**config.mk**
```make
export PLATFORM = sky130hd
export DESIGN_NAME = iq_demod_seq
export DESIGN_NICKNAME = d
export VERILOG_FILES = /design/src/rtl/iq_demod_seq.sv
export SDC_FILE = /design/constraint.sdc
export NUM_CORES = 1
export LEC_CHECK = 0
export ABC_AREA = 1
export CAP_MARGIN = 20
export CORE_AREA = 5 5 76 78
export DETAILED_ROUTE_END_ITERATION = 16
export DIE_AREA = 0 0 81 83
export HOLD_SLACK_MARGIN = 0.06
export PLACE_DENSITY_LB_ADDON = 0.05
export SKIP_LAST_GASP = 1
export SLEW_MARGIN = 15
export SYNTH_ARGS = -nofsm -noshare
export SYNTH_HDL_FRONTEND = slang
export SYNTH_SLANG_ARGS = --single-unit
```
**constraint.sdc**
```tcl
create_clock -name clk -period 1.8 [get_ports clk]
set_input_delay 0.36 -clock clk [delete_from_list [all_inputs] [get_ports clk]]
set_output_delay 0.36 -clock clk [all_outputs]
set_load 0.1 [all_outputs]
```
**src/rtl/iq_demod_seq.sv**
```systemverilog
// iq_demod_seq: LO quarter-phase sequencer and I/Q integrate-and-dump chip controller
module iq_demod_seq #(
    parameter int DIV            = 5,
    parameter int STEPS_PER_CHIP = 4,
    parameter int NCHIP_W        = 8
) (
    input  logic               clk,
    input  logic               resetn,
    input  logic               sample_valid,
    input  logic               start,
    input  logic               abort,
    input  logic [NCHIP_W-1:0] n_chips,
    output logic [1:0]         lo_phase,
    output logic               lo_en,
    output logic               integ_en,
    output logic               integ_clr,
    output logic               chip_valid,
    input  logic               chip_ready,
    output logic [NCHIP_W-1:0] chip_idx,
    output logic               overrun,
    output logic               busy,
    output logic               done
);
    localparam int SW = $clog2(DIV + 1);
    localparam int TW = $clog2(STEPS_PER_CHIP + 1);

    typedef enum logic [2:0] {IDLE, ALIGN, RUN, DRAIN, DONE} state_t;

    state_t             state, state_nx;
    logic [SW-1:0]      sample_cnt;
    logic [TW-1:0]      step_cnt;
    logic [NCHIP_W-1:0] chip_cnt, n_lat;
    logic               step_end, chip_end, last_chip;

    assign integ_en  = state == RUN && sample_valid;
    assign integ_clr = integ_en && sample_cnt == '0 && step_cnt == '0;
    assign step_end  = integ_en && sample_cnt == SW'(DIV - 1);
    assign chip_end  = step_end && step_cnt == TW'(STEPS_PER_CHIP - 1);
    assign last_chip = chip_cnt == n_lat - 1'b1;

    // state register; status outputs are registered from the next state
    always_ff @(posedge clk or negedge resetn) begin
        if (!resetn) begin
            state <= IDLE;
            lo_en <= 1'b0;
            busy  <= 1'b0;
            done  <= 1'b0;
        end else begin
            state <= state_nx;
            lo_en <= state_nx == RUN;
            busy  <= state_nx != IDLE;
            done  <= state_nx == DONE;
        end
    end

    // next-state logic; abort overrides every transition
    always_comb begin
        state_nx = state;
        case (state)
            IDLE:    if (start && n_chips != '0) state_nx = ALIGN;
            ALIGN:   state_nx = RUN;
            RUN:     if (chip_end && last_chip) state_nx = DRAIN;
            DRAIN:   if (!chip_valid || chip_ready) state_nx = DONE;
            DONE:    state_nx = IDLE;
            default: state_nx = IDLE;
        endcase
        if (abort) state_nx = IDLE;
    end

    // sample/step/chip counters, LO phase and chip handshake
    always_ff @(posedge clk or negedge resetn) begin
        if (!resetn) begin
            sample_cnt <= '0;
            step_cnt   <= '0;
            chip_cnt   <= '0;
            n_lat      <= '0;
            lo_phase   <= 2'd0;
            chip_valid <= 1'b0;
            chip_idx   <= '0;
            overrun    <= 1'b0;
        end else if (abort) begin
            chip_valid <= 1'b0;
        end else begin
            if (state == IDLE && state_nx == ALIGN) begin
                n_lat   <= n_chips;
                overrun <= 1'b0;
            end
            if (state == ALIGN) begin
                sample_cnt <= '0;
                step_cnt   <= '0;
                chip_cnt   <= '0;
                lo_phase   <= 2'd0;
            end
            if (integ_en) sample_cnt <= step_end ? '0 : sample_cnt + 1'b1;
            if (step_end) begin
                lo_phase <= lo_phase + 2'd1;
                step_cnt <= chip_end ? '0 : step_cnt + 1'b1;
            end
            if (chip_end) begin
                chip_valid <= 1'b1;
                chip_idx   <= chip_cnt;
                chip_cnt   <= chip_cnt + 1'b1;
                if (chip_valid && !chip_ready) overrun <= 1'b1;
            end else if (chip_valid && chip_ready) begin
                chip_valid <= 1'b0;
            end
        end
    end
endmodule
```
# After elaboration in Yosys (flattened, before gate mapping)
# Index checks and enable logic that the tools add are counted.
dict set report totals {
  register_bits 40
  output_inout_bits 17
  wordCells 74
}
dict set report classes {
  addsub 5
  eq_ne 9
  muxes 20
  bitwise_logic 1
  reduce_logical 27
}
# cell n
set op_table {}
lappend op_table {{two-way mux 3 bit} 9}
lappend op_table {{two-way mux 8 bit} 2}
lappend op_table {{== test 3 x 2 -> 1 bit (second input constant)} 4}
lappend op_table {{one-hot mux 3 bit (4 select lines)} 1}
lappend op_table {{logical AND 1 bit} 10}
lappend op_table {{AND reduction 2 bit} 5}
lappend op_table {{logical NOT 3 bit} 3}
lappend op_table {{adder 8 x 1 -> 8 bit (second input constant)} 1}
lappend op_table {{== test 8 bit} 1}
lappend op_table {{nonzero test 8 bit} 1}
lappend op_table {{subtractor 8 x 1 -> 8 bit (second input constant)} 1}
lappend op_table {{adder 3 x 1 -> 3 bit (second input constant)} 2}
lappend op_table {{== test 3 x 1 -> 1 bit (second input constant)} 2}
lappend op_table {{== test 3 bit (second input constant)} 2}
lappend op_table {{two-way mux 1 bit} 6}
lappend op_table {{nonzero test 2 bit} 3}
lappend op_table {{nonzero test 3 bit} 2}
lappend op_table {{two-way mux 2 bit} 2}
lappend op_table {{adder 2 x 1 -> 2 bit (second input constant)} 1}
lappend op_table {{logical NOT 1 bit} 2}
lappend op_table {{logical OR 1 bit} 1}
lappend op_table {{inverter 1 bit} 1}

# Depth between registers and ports, before layout
# Gate-level depths: netlist (run 1).
dict set report logic_depth {
  ltp_word 13
  depth_mapped 15
  depth_no_buf 15
}

# Worst setup path after synthesis (run 1)
# Ideal clock, no wire load.
dict set report synth_path {
  path_kind {register to output}
  from {register state[2]}
  to {output integ_clr}
  t_arrival_ps 4328
  path_slack_ps -2888
  stages_incl_launch_ff 6
  path_cell_list {dfrtp_1 inv_1 nand2_2 nor3_4 nand2_1 nor4_1}
}
dict set report synth_via {
  elab_chain_cells 4
}
# element line
set synth_rtl {}
lappend synth_rtl {{start: declaration} 29} ;# state_t state, state_nx;
lappend synth_rtl {{start signal: assignment} 49} ;# state <= state_nx;
lappend synth_rtl {{== test 3 x 2 -> 1 bit} 35} ;# assign integ_en = state == RUN && sample_valid;
lappend synth_rtl {{logical AND 1 bit} 35}
lappend synth_rtl {{net integ_en} 15} ;# output logic integ_en,
lappend synth_rtl {{logical AND 1 bit (2 in a row)} 36} ;# assign integ_clr = integ_en && sample_cnt == '0 && step_cnt == '0;
lappend synth_rtl {{end: declaration} 16} ;# output logic integ_clr,
# The timed path passes the listed nets, and every way through them passes these cells.

# Worst setup path in the final report (run 1)
dict set report layout_path {
  from {register state[0]}
  to {output integ_clr}
}
dict set report layout_via {
  elab_chain_cells 4
}
# element line
set layout_rtl {}
lappend layout_rtl {{== test 3 x 2 -> 1 bit} 35}
lappend layout_rtl {{logical AND 1 bit} 35}
lappend layout_rtl {{logical AND 1 bit (2 in a row)} 36}
# Every way passes these cells.

==> impl_metrics.toml, run 1 <==
[yosys]
ys_seq_area_share_pct = 46.6
avgSynthCellArea_sq_um = 8.01
yosysTopAreaCellShare_pct = 46.6
synth.most_common_cell = "nand2_1"
synthArstFlopShare_pct = 100
synth_fp_nets = 288
ys.warnings.count = 0
ys.flop_type = "dfrtp_1"
synth_seq_cells = 40
synthTopCellsByArea = "dfrtp_1 47%, nand2_1 12%, inv_1 7.0%"
yosysTopAreaCell = "dfrtp_1"
synthDistinctLibCells = 26
synth_edf_count = 0
synth_commonest_cells = "67 x nand2_1, 40 x dfrtp_1, 40 x inv_1, 26 x nor2_1, 18 x nand3_1"
syn_inst = 268
netlist_area_sq_mm = 0.00215

[critical_path]
cp.required_ns = 1.44
cp_max_fo = 5
start_kind = "register"
end_kind = "output port"
crit_buf_inv = 1
arrival_ns = 1.47
path_cells = "nor3_4 > nand2_2 > nor4_4 > buf_12"
slowest_stage = "dfrtp_2"
crit_family = "simple AND/OR/NAND/NOR gates"
max_stage_delay_ns = 0.46
path_class = "reg2out"

[die]
core-area_sq_mm = 0.00501
floorplan.initialDensity_pct = 42.8
die_y_microns = 83
die_w_microns = 81
dieArea_sq_mm = 0.00672
ios = 31
rows = 26

[layout]
drive_gt1_share_pct = 31.3
synthToLayoutAreaGrowth_pct = 54.1
antenna-diode-count = 0
fin_nets = 367
fillers = 443

[power]
p_leak_uw = 0.00158
worst_ir_drop_vdd_mv = 0.655
power_uw = 2880
p_per_area_mw_per_mm2 = 871

[routing]
drc = 0
routed_wirelength_microns = 5070
route.vias.total = 1989
dr.pass1.iters = 4
wl_per_cell_microns = 12.1
vias_per_cell = 4.76
ant_nets = 0
drtIter0Drc = 79

[clocking]
cts.path.max_buffers = 2
insertion_delay_ns = 0.29
cts_max_level = 2
clock_sinks = 40
clk_pin_slew_ns = 0.08
numCtsBuffers = 5
root_buffer = "clkbuf_8"
cts_tree = "done"

[timing]
rsz0062_at_grt = "yes"
post-route-min-period_ns = 1.83
fin_ws_ns = -0.0282
fin_hold_ws_ns = 0.118
skew_ns = 0.00730
setup_tns_ns = -0.0282
fmax_mhz = 547
period_share_pct = 102
setup_viol = 1
slew_headroom_pct = 66.1
hold_violations = 0
slew_violations = 0
tightest_slew_ns = 0.509

[grt]
antenna_found_initial = 0
grt-ovfl-total = 0
grt_pass1_wl_microns = 8890
grt_pass1_vias = 2078
grt_usage_pct = 16.5
grt_max_degree = 41

[run_status]
violations = "negative setup slack"
status = "finished, violations left"

[min_path]
hold_class = "in2async"

[placement]
portBuffers = 30
routabilityCongestion = 0.809
dp_hpwl_microns = 3740
place_ws_ns = -0.209

[flow_run]
max_cap_viol_count = 0
## final cells by class
| cell class | count | area [sq um] | share of cell area [%] |
|---|---|---|---|
| Clock buffer | 7 | 96.3 | 2.91 |
| Tap cell | 70 | 87.6 | 2.65 |
| Timing Repair Buffer | 75 | 838 | 25.3 |
| Clock inverter | 1 | 30.0 | 0.908 |
| Multi-Input combinational cell | 185 | 1100 | 33.3 |
| Inverter | 40 | 153 | 4.62 |
| Sequential cell | 40 | 1000 | 30.3 |
## stage by stage
stage	utilization (%)	area, sq um	instances
after global routing	66.0	3310	418
after detailed placement	60.4	3030	402
after global placement	60.4	3030	402
after CTS	64.5	3230	416
after floorplan	-	2200	268
final	66.0	3310	418
## logic make-up after synthesis
group	count (synthesis)	share of synthesized area (%)
fa+ha+maj	6	3.50
simple gates	138	29.6
compound gates	31	8.40
xor+xnor	9	3.67
buf+inv	44	8.16
flops	40	46.6
## state kept, by name, summed over array words and instances (netlist names)
name / cells
busy: 1
chip_cnt: 8
chip_idx: 8
chip_valid: 1
done: 1
lo_en: 1
lo_phase: 2
n_lat: 8
overrun: 1
sample_cnt: 3
state: 3
step_cnt: 3
## final timing paths
check	start	to	slack [ns]	depth (start not counted)
setup / recovery	state[0]$_DFF_PN0_	integ_clr	-0.03	4
hold / removal	resetn	chip_idx[1]$_DFFE_PN0P_	0.12	2
setup reg to reg	state[0]$_DFF_PN0_	n_lat[0]$_DFFE_PN0P_	0.04	10
hold reg to reg	n_lat[7]$_DFFE_PN0P_	n_lat[7]$_DFFE_PN0P_	0.54	2
max in group asynchronous	resetn	state[0]$_DFF_PN0_	1.31	2
min in group clk	n_lat[7]$_DFFE_PN0P_	n_lat[7]$_DFFE_PN0P_	0.54	2
## report_power, final
group	internal [uW]	total, uW	switching, uW
Sequential	994	1110	119
Combinational	413	963	550
Clock	489	803	314
Total	1900	2880	983
## layer usage
metal | track usage [%] | share of wire (%) | vias up | wire length (microns)
li1 | - | - | 1032 | -
met1 | 20.0 | 45 | 916 | 2280
met2 | 28.1 | 49 | 34 | 2490
met3 | 3.90 | 3.8 | 7 | 194
met4 | 5.99 | 1.9 | 0 | 95
met5 | 0 | 0 | - | 0
## placed cells by master (no fill, tap or decap), types with 10 or more instances in the layout
master / n
nand3_1: 16
inv_1: 33
dfrtp_1: 39
nand4_1: 10
clkdlybuf4s50_1: 11
buf_12: 19
nor2_1: 19
o21ai_1: 11
nand2_1: 59
buf_4: 41
## repair_timing
action / CTS / global route
resized for setup: 10 / 21
hold buffers: 0 / 0
cloned: 1 / 0
setup endpoints to repair: 13 / 31
buffers inserted: 5 / 2
pin swaps: 4 / 12
No activity file was read; power rests on OpenSTA's default activity.
==> inputs of run 2 (changes only) <==
--- a/config.mk
+++ b/config.mk
@@ -10,6 +10,7 @@
 export CORE_AREA = 5 5 76 78
 export DETAILED_ROUTE_END_ITERATION = 16
 export DIE_AREA = 0 0 81 83
+export DONT_BUFFER_PORTS = 1
 export HOLD_SLACK_MARGIN = 0.06
 export PLACE_DENSITY_LB_ADDON = 0.05
 export SKIP_LAST_GASP = 1
==> impl_metrics.toml, run 2 (synthesized netlist as in run 1, its figures left out) <==
[routing]
routed_wirelength_microns = 5040
drc = 0
wl_per_cell_microns = 13.1
vias_per_cell = 4.78
route.vias.total = 1844
drtIter0Drc = 68
ant_nets = 0
dr.pass1.iters = 5

[clocking]
cts_max_level = 2
root_buffer = "clkbuf_8"
clk_pin_slew_ns = 0.08
cts.path.max_buffers = 2
insertion_delay_ns = 0.30
cts_tree = "done"
numCtsBuffers = 5
clock_sinks = 40

[placement]
place_ws_ns = -0.0751
placed_area_sq_mm = 0.00250
routabilityCongestion = 0.858
dp_hpwl_microns = 3590
portBuffers = 0

[timing]
hold_violations = 0
setup_tns_ns = -0.819
slew_violations = 0
slew_headroom_pct = 70.5
skew_ns = 0.00807
fmax_mhz = 517
period_share_pct = 108
post-route-min-period_ns = 1.94
setup_viol = 19
tightest_slew_ns = 0.440
rsz0062_at_grt = "yes"
fin_ws_ns = -0.136

[power]
p_leak_uw = 0.00139
worst_ir_drop_vdd_mv = 0.524
power_uw = 2740
p_per_area_mw_per_mm2 = 949

[grt]
grt_max_degree = 41
antenna_found_initial = 0
grt_pass1_vias = 1839
grt_pass1_wl_microns = 8490
grt_usage_pct = 16.2
grt-ovfl-total = 0

[critical_path]
end_kind = "output port"
arrival_ns = 1.58
cp_max_fo = 3
path_cells = "inv_2 > nand2_4 > nor3_4 > nand2_1 > nor4_4 > buf_12"
reg2reg_depth = 12
cp.required_ns = 1.44
slowest_stage = "dfrtp_1"
max_stage_delay_ns = 0.40
rrSetupSlack_ns = -0.07
crit_buf_inv = 2
start_kind = "register"
cp.depth = 6
crit_family = "simple AND/OR/NAND/NOR gates"
path_class = "reg2out"

[layout]
fin_nets = 335
antenna-diode-count = 0
reg_top3 = "chip_cnt: 8 flops, chip_idx: 8 flops, n_lat: 8 flops"
drive_gt1_share_pct = 27.2
final_common_cell = "nand2_1"
fin_area_sq_mm = 0.00289
synthToLayoutAreaGrowth_pct = 34.7
final_cell_mix = "56 x nand2_1, 39 x dfrtp_1, 34 x inv_1, 33 x buf_4, 22 x nor2_1"

[die]
ios = 31
rows = 26
die_y_microns = 83
floorplan.initialDensity_pct = 42.8
core-area_sq_mm = 0.00501
dieArea_sq_mm = 0.00672
die_w_microns = 81

[run_status]
status = "finished, violations left"
violations = "negative setup slack"

[min_path]
hold_class = "in2reg"
holdPathStages = 1

[flow_run]
max_cap_viol_count = 0
[run 2: worst paths after layout]
path | to | start
worst max-delay path | integ_clr | state[2]$_DFF_PN0_
worst min-delay path | chip_valid$_DFFE_PN0P_ | abort
worst max register to register | chip_idx[0]$_DFFE_PN0P_ | state[2]$_DFF_PN0_
worst min register to register | chip_idx[4]$_DFFE_PN0P_ | chip_idx[4]$_DFFE_PN0P_
max in group asynchronous | n_lat[2]$_DFFE_PN0P_ | resetn
min in group asynchronous | chip_idx[2]$_DFFE_PN0P_ | resetn
[run 2: worst reg2reg max path: stages (launching register included)]
cell and delay, ns:
dfrtp_1 0.40, inv_2 0.08, nand2_4 0.06, nor3_4 0.21, buf_4 0.14, buf_6 0.11, nand3_4 0.09, buf_4 0.16
nor2_4 0.16, inv_6 0.11, nor2_1 0.10, inv_1 0.06, o21a_1 0.09
[run 2: report_power, final]
part	switching (uW)	internal, uW	leakage [uW]
clock network	323	412	0.0000552
registers	109	995	0.000539
logic	556	347	0.000795
total	987	1750	0.00139
[run 2: layout make-up]
class / count / area, sq um
inverters: 40 / 155
repair buffers: 43 / 403
flip-flops and latches: 40 / 1000
clock inverters: 2 / 35.0
well taps: 70 / 87.6
clock buffers: 6 / 72.6
fillers: 466 / 2120
multi-input cells: 185 / 1130
[run 2: per-layer routing]
layer / routed length, microns / vias up / part of all wire [%] / track usage [%]
met5: 0 / - / 0 / 0
met4: 97 / 0 / 1.9 / 7.99
met3: 299 / 7 / 5.9 / 4.76
met2: 2400 / 37 / 48 / 24.7
met1: 2240 / 830 / 44 / 20.6
li1: - / 970 / - / -
[run 2: repair_timing]
item,CTS,global route
cloned,1,0
pin swaps,6,13
endpoints found under the setup margin,11,28
buffers inserted,3,9
resized for setup,12,27
hold buffers,2,0
hold endpoints to repair,40,0
[run 2: stage by stage]
step | std cells | hold WS, ns | util, %
global route | 386 | 0.0990 | 57.7
global placement | 364 | 0.0659 | 50.0
floorplan | 268 | 0.0644 | -
detailed placement | 364 | 0.0657 | 50.0
CTS | 378 | 0.101 | 54.1
finish | 386 | 0.117 | 57.7
